## config.mk

```make
export PLATFORM = sky130hd
export DESIGN_NAME = stopwatch_controller
export DESIGN_NICKNAME = d
export VERILOG_FILES = /design/src/rtl/stopwatch_controller.sv
export SDC_FILE = /design/constraint.sdc
export NUM_CORES = 1
export LEC_CHECK = 0
export ABC_CLOCK_PERIOD_IN_PS = 3400
export CORE_MARGIN = 4
export CORE_UTILIZATION = 30
export CTS_BUF_LIST = sky130_fd_sc_hd__clkbuf_4 sky130_fd_sc_hd__clkbuf_8
export DETAILED_ROUTE_END_ITERATION = 7
export PLACE_DENSITY_LB_ADDON = 0.08
export RECOVER_POWER = 50
export SLEW_MARGIN = 20
export SYNTH_ARGS = -nofsm -noshare
export SYNTH_HDL_FRONTEND = slang
export SYNTH_SLANG_ARGS = --single-unit
```

## constraint.sdc

```tcl
create_clock -name clk -period 3.4 [get_ports clk]
set_clock_uncertainty 0.05 [all_clocks]
set_input_delay 0.68 -clock clk [delete_from_list [all_inputs] [get_ports clk]]
set_output_delay 0.68 -clock clk [all_outputs]
set_load 0.01 [all_outputs]
```

## src/rtl/stopwatch_controller.sv

```systemverilog
`default_nettype none
// +-----------------------------------------------------------------------+
// | Module   : stopwatch_controller                                       |
// | Function : MM:SS.hh stopwatch with run/pause, lap freeze and overflow |
// | Revision : 1.0                                                        |
// +-----------------------------------------------------------------------+
module stopwatch_controller #(
   parameter int TICK_DIV = 500000,
   parameter int DIV_BITS = 19
) (
   input  logic        clk,
   input  logic        reset,
   input  logic        start_stop,
   input  logic        lap,
   input  logic        clear,
   output logic [23:0] time_bcd,
   output logic        running,
   output logic        lap_active,
   output logic        tick,
   output logic        overflow
);

   typedef enum logic [1:0] {
      S_IDLE  = 2'd0,
      S_RUN   = 2'd1,
      S_PAUSE = 2'd2,
      S_OVF   = 2'd3
   } state_t;

   localparam logic [DIV_BITS-1:0] c_tick_last = DIV_BITS'(TICK_DIV - 1);
   // Digit order, LSB first: hundredths, tenths, s1, s10, m1, m10
   localparam logic [23:0]         c_digit_max = 24'h595999;

   state_t              r_state;
   state_t              w_state_nxt;
   logic [DIV_BITS-1:0] r_presc;
   logic [23:0]         r_digits;
   logic [23:0]         w_digits_nxt;
   logic [23:0]         r_lap_reg;
   logic                r_lap_active;
   logic                w_tick;
   logic                w_at_top;
   logic                w_carry;
   logic                w_enter_ovf;
   logic                w_lap_ok;

   assign w_tick      = (r_state == S_RUN) && (r_presc == c_tick_last);
   assign w_at_top    = (r_digits == c_digit_max);
   assign w_enter_ovf = (r_state != S_OVF) && (w_state_nxt == S_OVF);
   assign w_lap_ok    = lap && !start_stop && !clear &&
                        ((r_state == S_RUN) || (r_state == S_PAUSE));

   always_comb begin
      w_state_nxt = r_state;
      if (clear) begin
         w_state_nxt = S_IDLE;
      end else begin
         case (r_state)
            S_IDLE:  if (start_stop) w_state_nxt = S_RUN;
            S_RUN: begin
               if (start_stop)             w_state_nxt = S_PAUSE;
               else if (w_tick && w_at_top) w_state_nxt = S_OVF;
            end
            S_PAUSE: if (start_stop) w_state_nxt = S_RUN;
            S_OVF:   w_state_nxt = S_OVF;
            default: w_state_nxt = S_IDLE;
         endcase
      end
   end

   // Ripple carry through all six digits; the final tick at 59:59.99 holds
   always_comb begin
      w_digits_nxt = r_digits;
      w_carry      = w_tick && !w_at_top;
      for (int i = 0; i < 6; i++) begin
         if (w_carry) begin
            if (r_digits[4*i +: 4] == c_digit_max[4*i +: 4]) begin
               w_digits_nxt[4*i +: 4] = 4'd0;
            end else begin
               w_digits_nxt[4*i +: 4] = r_digits[4*i +: 4] + 4'd1;
               w_carry                = 1'b0;
            end
         end
      end
   end

   always_ff @(posedge clk or negedge reset) begin
      if (!reset) begin
         r_state <= S_IDLE;
      end else begin
         r_state <= w_state_nxt;
      end
   end

   always_ff @(posedge clk or negedge reset) begin
      if (!reset) begin
         r_presc  <= '0;
         r_digits <= '0;
      end else if (clear) begin
         r_presc  <= '0;
         r_digits <= '0;
      end else begin
         if (r_state == S_RUN) begin
            r_presc <= (r_presc == c_tick_last) ? '0 : r_presc + DIV_BITS'(1);
         end
         r_digits <= w_digits_nxt;
      end
   end

   always_ff @(posedge clk or negedge reset) begin
      if (!reset) begin
         r_lap_active <= 1'b0;
         r_lap_reg    <= '0;
      end else if (clear) begin
         r_lap_active <= 1'b0;
         r_lap_reg    <= '0;
      end else if (w_enter_ovf) begin
         r_lap_active <= 1'b0;
      end else if (w_lap_ok) begin
         if (r_lap_active) begin
            r_lap_active <= 1'b0;
         end else begin
            r_lap_active <= 1'b1;
            r_lap_reg    <= r_digits;
         end
      end
   end

   assign time_bcd   = r_lap_active ? r_lap_reg : r_digits;
   assign running    = (r_state == S_RUN);
   assign overflow   = (r_state == S_OVF);
   assign lap_active = r_lap_active;
   assign tick       = w_tick;

endmodule
`default_nettype wire

```

Yosys cells after proc, flatten, opt, wreduce, memory -nomap -nowiden:

Index checks and enable logic that the tools add are counted.

* memories: 0
* ROM bits: 0
* input bits: 5
* output and inout port bits: 28
* RAM bits: 0
* latch bits: 0
* logic and storage cells: 93
* register bits after elaboration: 70

* multiplexer cells: 39
* multipliers: 0
* order comparisons: 0
* div/mod/pow operators: 0
* bitwise operators: 0
* equality and inequality tests: 14
* add/sub/neg operators: 7
* shift-type cells: 0
* reductions and logical operators: 23

Operator list (number)
* 24-bit 2-to-1 mux: 5
* 19-bit 2-to-1 mux: 3
* 4-bit 2-to-1 mux: 12
* 4-bit by 1-bit adder with 4-bit output (second input constant): 6
* 24-bit by 23-bit == test with 1-bit output (second input constant): 1
* 19-bit by 1-bit adder with 19-bit output (second input constant): 1
* 19-bit == test (second input constant): 1
* 4-bit == test (second input constant): 4
* 2-bit nonzero test: 8
* 1-bit 2-to-1 mux: 14
* 4-bit by 3-bit == test with 1-bit output (second input constant): 2
* 2-bit 2-to-1 mux: 4
* 1-bit logical AND: 7
* 2-bit == test (second input constant): 3
* 2-bit case mux with 3 select lines: 1
* 2-bit != test (second input constant): 2
* 1-bit logical NOT: 3
* 3-bit nonzero test: 1
* 2-bit by 1-bit == test with 1-bit output (second input constant): 1
* 2-bit logical NOT: 1
* 2-bit AND reduction: 1
* 2-bit OR reduction: 1
* 1-bit logical OR: 1

Depth between registers and ports, before layout:

Gate-level depths: netlist of the first run.

* depth after elaboration: 11
* depth in mapped cells: 10
* gate-level depth less buffers: 7

Least setup slack after synthesis of the first run:

Ideal clock, no wire load.

* path type: flip-flop to flip-flop
* from: register r_state[1]
* to: register r_digits[20]
* clock period less this slack: 2.479 ns
* path slack: 0.921 ns
* stages on the path, launching flop included: 8
* buffers on the path: 1
* required time: 3.222 ns
* arrival: 2.301 ns
* library setup time: 0.128 ns
* cell sequence: dfrtp_1 -> inv_1 -> ha_1 -> buf_2 -> or4b_4 -> nor4_4 -> nand3_1 -> mux2_1

* cells in the longest elaborated chain, start to end: 9

Ends and longest elaborated chain
* from (decl): RTL line 34 `state_t r_state;`
* from (signal assigned): RTL line 91 `r_state <= w_state_nxt;`
* 2-bit by 1-bit == test with 1-bit output
* via running: RTL line 17 `output logic running,`
* 1-bit logical AND: RTL line 47 `assign w_tick = (r_state == S_RUN) && (r_presc == c_tick_last);`
* 1-bit logical AND: RTL line 74 `w_carry = w_tick && !w_at_top;`
* 1-bit 2-to-1 mux (5 in series): RTL line 76 `if (w_carry) begin`
* 2-bit nonzero test (no source line)
* to (signal assigned): RTL line 106 `r_digits <= w_digits_nxt;`
* to (decl): RTL line 37 `logic [23:0] r_digits;`

The timed path passes the listed nets, and every way through them passes these cells.
A chain may end at the register's enable or synchronous reset.

Worst setup path in the final report of the first run:

* from: register r_presc[10]
* to: output port tick

* cells in the longest elaborated chain, start to end: 2

Ends and longest elaborated chain
* from (decl): RTL line 36 `logic [DIV_BITS-1:0] r_presc;`
* from (signal assigned): RTL line 104 `r_presc <= (r_presc == c_tick_last) ? '0 : r_presc + DIV_BITS'(1);`
* 19-bit == test: RTL line 47
* 1-bit logical AND: RTL line 47
* to (decl): RTL line 19 `output logic tick,`

No other way between the ends.

==> results.md, run 1 <==
* Post-CTS sizing at 0
* H-tree levels at 3
* CP Capture Type: output pin
* Clock share of power at 41.2%
* Gr usage total at 13.1%
* Final Cell Area at 4760 µm²
* Clock Sink Count at 70
* Vias per cell at 5.01
* Dpl hpwl at 6350 µm
* Cell Chain, Critical Path: nor4b_1 -> and4bb_1 -> nand2_1 -> inv_1 -> clkdlybuf4s50_1
* First-pass GRT wire length at 16500 µm
* Leak at 2.11 nW
* #FFs+latches synth at 70
* Worst Path Max Fanout at 6
* Post-route ant nets at 0
* Top-area cell type share of the netlist area at 43.2%
* Die span in x at 124 µm
* Comb power frac at 8.1%
* Final wirelength at 9610 µm
* 1st-pass router iterations at 4
* Final Critical Period at 3.20 ns
* Overflow after GRT at 0
* Achievable Freq at 313 MHz
* Final #Nets at 496
* RSZ-0062 raised after global routing: no
* Total CTS buffers at 9
* Dpl cell area at 4580 µm²
* Seq/Total Area, Yosys at 43.2%
* Max Cap Viol at 1
* Most frequent cell after synthesis: dfrtp_1
* Initial DRC count at 132
* Routability cong. at 0.750
* Layout cells sized above 1 at 6.46%
* Post-Syn Area at 4060 µm²
* Slowest stage delay, CP at 0.55 ns
* Peak supply drop at 0.237 mV
* YS warnings at 0
* Top cell family by delay on the critical path: simple AND/OR/NAND/NOR gates
* Hold Crit Class: flip-flop to flip-flop
* Kind of critical path: flip-flop to output pin
* Power per Cell Area at 349 nW/µm²
* Vias in the first global route at 3192
* Switching power at 421 µW
* Overall Power at 1.66 mW
* Commonest cells in the netlist: dfrtp_1 (70), nand2_1 (58), inv_1 (36)
* Die ar. at 15400 µm²
* Initial antenna violation count at 0
* Crit path arrival time at 2.47 ns
* DRC at 0
* FP Rows at 42
* CTS root buffer: clkbuf_8
* Cell taking the most area after synthesis: dfrtp_1
* Setup TNS at 0 ns
* Synthesized Nets at 465
* TritonCTS clock tree: yes
* Worst Tran Pin Value at 1.82 ns
* Ports at 33
* Initial Utilization at 30.6%
* Net Sw Frac at 25.4%
* WHS at 0.477 ns
* Port Buffers at 32
* Async SR Flop Fraction at 100%
* Synthesized area per cell at 9.14 µm²
* Worst-Skew Late Latency at 0.36 ns
* Setup Buffers After CTS at 0
* Rel. slew slack at -21.5%
* CP Buf/Inv Count at 2
* Die height at 124 µm
* Drt wl/cell at 14.7 µm
* Slew Limit Fails at 71
* Hold-fix buffers, CTS at 0
* Final setup fails at 0
* Vias at 3285
* Status: complete, but fails checks
* Startpoint Class: flip-flop
* Final period util at 94.0%
* Largest net degree at the start of global routing at 71
* Distinct cell type count after synthesis at 53
* Slowest-stage cell, CP: clkdlybuf4s50_1
* Main synth FF type: dfrtp_1
* Fin. Hold Viols at 0
* Core Footprint at 13200 µm²
* # diodes at 0
* Area contributors post-synth: dfrtp_1 (43%), nand2_1 (5.4%), mux2i_1 (5.2%)
* Power share of the sequential group at 50.7%
* Clock slew at reported path FFs at 0.07 ns
* Post-Synthesis Cells at 444
* Internal at 1.24 mW
* Layout area overhead at 17.3%
* Worst path required time at 2.67 ns
* Clock Path Buffers at 2
* Failing checks: max-capacitance violations, max-slew violations
* EDFF count, synth at 0
worst paths after layout:
check / from / to / slack, ns / depth (start not counted)
max: r_presc[10] / tick / 0.20 / 5
min: r_presc[15] / r_presc[15] / 0.48 / 1
max reg2reg: r_state[1] / r_digits[20] / 0.56 / 7
min reg2reg: r_presc[15] / r_presc[15] / 0.48 / 1
max in group asynchronous: reset / r_presc[17] / 1.37 / 2
min in group asynchronous: reset / r_lap_reg[3] / 0.82 / 2
per-stage QoR:
stage          util, %  setup slack (ns)  instances
6_report          35.9             0.202        656
5_1_grt           35.9            0.0692        656
4_1_cts           36.0             0.207        656
3_5_place_dp      34.6             0.619        640
3_3_place_gp      34.6             0.633        640
2_1_floorplan        -             0.921        444
area by class of cell:
cell class	count	area, µm²
flip-flops and latches	70	1750
well taps	176	220
clock inverters	4	47.5
multi-input cells	314	2070
clock buffers	12	146
inverters	36	135
repair buffers	44	392
fillers	1357	8480
power by group through the flow:
stage               combinational, mW  clock [mW]  sequential (mW)
floorplan                      0.0808           0            0.858
CTS                             0.142       0.724            0.842
detailed placement              0.141           0            0.859
global placement                0.141           0            0.858
global route                    0.150       0.764            0.843
finish                          0.135       0.684            0.842
logic make-up after synthesis:
logic type	count (synthesis)	synth area share (%)
mux	23	5.74
simple gates	182	24.2
fa+ha+maj	16	4.94
flops	70	43.2
compound gates	78	12.8
buf+inv	60	5.89
xor+xnor	15	3.24
layer usage:
metal | wire, µm | GRT usage [%] | up-vias
met5 | 0 | 0 | -
met4 | 97 | 3.48 | 0
met3 | 302 | 4.33 | 7
met2 | 4590 | 21.5 | 33
met1 | 4630 | 16.5 | 1615
li1 | - | - | 1630
cells in the final DEF (no fill, tap or decap), types with 2 or more instances in the layout:
cell type and count:
and3_1 7, nor3_1 8, o211ai_1 4, o22ai_1 25, o2111ai_1 2, nand2_1 58
clkbuf_8 9, xnor2_1 3, clkdlybuf4s50_1 31, ha_1 16, nor2b_1 10, and4_1 2
o21a_1 7, or4_1 9, mux2i_1 21, xor2_1 12, nand4bb_1 2, o21ai_0 12
a32o_1 3, clkbuf_1 3, dfrtp_1 70, nor4b_1 2, nand3_1 13, and3b_1 6
mux2_1 2, clkbuf_4 3, nand4_1 10, buf_4 8, nor3b_1 2, nand3b_1 5
nor2_1 31, nand2b_1 3, clkinv_2 2, inv_1 36, a21oi_1 11, a211oi_1 2
or3_1 7, o31ai_1 2
(Power assumes the default switching activity.)
==> run 2, diff against run 1 <==
Settings changed: CORE_MARGIN 4 to 5, SETUP_SLACK_MARGIN from default to 0.3.
==> run 2 against run 1 <==
Compared with the run above: the flow now finishes without violations; worst hold slack got worse by 0.00094 ns; clock-buffer cell count down 2; wire length is 4.1% higher; critical path type unchanged; largest cell class unchanged.
==> results.md, run 2 (synthesis gave the netlist of run 1 again) <==
* Status: finished clean
* DRC at 0
* Clock Sink Count at 70
* Dpl cells at 641
* Most common cell after layout, fill and taps aside: dfrtp_1
* Total CTS buffers at 9
* Crit path arrival time at 2.23 ns
* H-tree levels at 3
* Startpoint Class: flip-flop
* Non-Filler Instances at 659
* Achievable Freq at 338 MHz
* CTS root buffer: clkbuf_8
* Clock Path Buffers at 2
* Largest net degree at the start of global routing at 37
* Max Used Layer: met4
* Initial DRC count at 156
* Vias at 3310
* Port Buffers at 32
* Worst Path Max Fanout at 5
* CP Capture Type: output pin
* Clock slew at reported path FFs at 0.08 ns
* Die ar. at 15900 µm²
* Vias per cell at 5.02
* Hold-fix buffers, CTS at 0
* Kind of critical path: flip-flop to output pin
* Power per Cell Area at 361 nW/µm²
* Gr usage total at 13.1%
* Final setup fails at 0
* Die height at 126 µm
* Post-route ant nets at 0
* Met3 WL post-DR at 289 µm
* TritonCTS clock tree: yes
* Leak at 2.13 nW
* Commonest cells after routing, fill and taps aside: dfrtp_1 (70), nand2_1 (58), inv_1 (35), nor2_1 (31), clkdlybuf4s50_1 (31)
* # diodes at 0
* Slowest stage delay, CP at 0.54 ns
* Slowest-stage cell, CP: clkdlybuf4s50_1
* Layout area overhead at 19.0%
* Dpl hpwl at 6800 µm
* Peak supply drop at 0.140 mV
* Final period util at 86.9%
* FP Rows at 42
* Reg2Reg Setup Slack at 0.48 ns
* CP Buf/Inv Count at 2
* Routability cong. at 0.757
* Worst-Skew Late Latency at 0.36 ns
* Setup TNS at 0 ns
* Drt wl/cell at 15.2 µm
* Number of fill cells at 1373
* Ports at 33
* Overflow after GRT at 0
* Hold Path End: r_presc[15]
* Reg2reg start: r_state[1]
* Final Critical Period at 2.96 ns
* CP Depth at 6
* Worst Tran Pin Value at 1.25 ns
* Hold path depth at 1
* Die span in x at 126 µm
* Rel. slew slack at 16.3%
* Core Footprint at 13200 µm²
* 1st-pass router iterations at 4
* Met1 WL at 4780 µm
* Slew Limit Fails at 0
* Final #Nets at 499
* Reg2Reg Depth at 7
* Initial Utilization at 30.6%
* Vias in the first global route at 3270
* Final wirelength at 10000 µm
* Max Cap Viol at 0
* RSZ-0062 raised after global routing: no
* Met2 WL at 4760 µm
* Min-delay src: r_presc[15]
* Initial antenna violation count at 0
* Reg2reg end: r_digits[20]
* Hold Crit Class: flip-flop to flip-flop
* First-pass GRT wire length at 16800 µm
* Layout cells sized above 1 at 7.04%
* Fin. Hold Viols at 0
* Top cell family by delay on the critical path: buffers and inverters
* Cell Chain, Critical Path: ha_1 -> nand4_1 -> and4bb_4 -> nand2_1 -> inv_2 -> clkdlybuf4s50_1
* Worst path required time at 2.67 ns
## run 2: worst reg2reg max path: stages, from the launching register on
cell      delay [ns]
dfrtp_1         0.41
inv_1           0.12
ha_1            0.18
clkbuf_1        0.38
or4b_4          0.54
nor4_4          0.59
nand3_1         0.19
mux2_1          0.34
## run 2: stage by stage
| stage | worst slack (ns) | hold WS (ns) | area [µm²] | power [mW] | utilization [%] |
|---|---|---|---|---|---|
| 4_1_cts | 0.335 | 0.228 | 4840 | 1.79 | 36.6 |
| 5_1_grt | 0.266 | 0.504 | 4830 | 1.84 | 36.5 |
| 3_5_place_dp | 0.637 | 0.468 | 4600 | 1.00 | 34.7 |
| 6_report | 0.445 | 0.476 | 4830 | 1.74 | 36.5 |
| 3_3_place_gp | 0.679 | 0.473 | 4600 | 1.00 | 34.7 |
| 2_1_floorplan | 0.921 | 0.334 | 4060 | 0.939 | - |
## run 2: repair_timing
action / in CTS / in global routing
gates resized for setup: 2 / 2
setup endpoints to repair: 1 / 1
setup buffers: 2 / 0
pin swaps: 2 / 0
cloned: 0 / 0
endpoints found under the hold margin: 0 / 0
## run 2: cell type report
class	count	area [µm²]	share of cell area [%]
inverters	36	135	2.80
flip-flops and latches	70	1750	36.3
repair buffers	47	418	8.66
multi-input cells	314	2080	43.2
clock inverters	6	86.3	1.79
clock buffers	10	131	2.72
well taps	176	220	4.56
## run 2: power by group
part / leakage (nW) / switching, mW / internal (mW)
sequential: 0.976 / 0.00864 / 0.836
clock: 0.110 / 0.338 / 0.420
combinational: 1.04 / 0.0920 / 0.0456
total: 2.13 / 0.439 / 1.30
## run 2: per-layer routing
metal / up-vias / global-route usage (%)
met2: 40 / 21.4
met5: - / 0
li1: 1636 / -
met1: 1624 / 16.8
met4: 0 / 5.36
met3: 10 / 3.01
## run 2: how the worst max path moves through the flow
stage / slack, ns / endpoint / start
4_1_cts: 0.34 / tick / r_presc[10]
2_1_floorplan: 0.92 / r_digits[20] / r_state[1]
3_5_place_dp: 0.64 / tick / r_presc[0]
5_1_grt: 0.27 / r_digits[20] / r_state[1]
6_report: 0.44 / tick / r_presc[0]
3_3_place_gp: 0.68 / tick / r_presc[10]
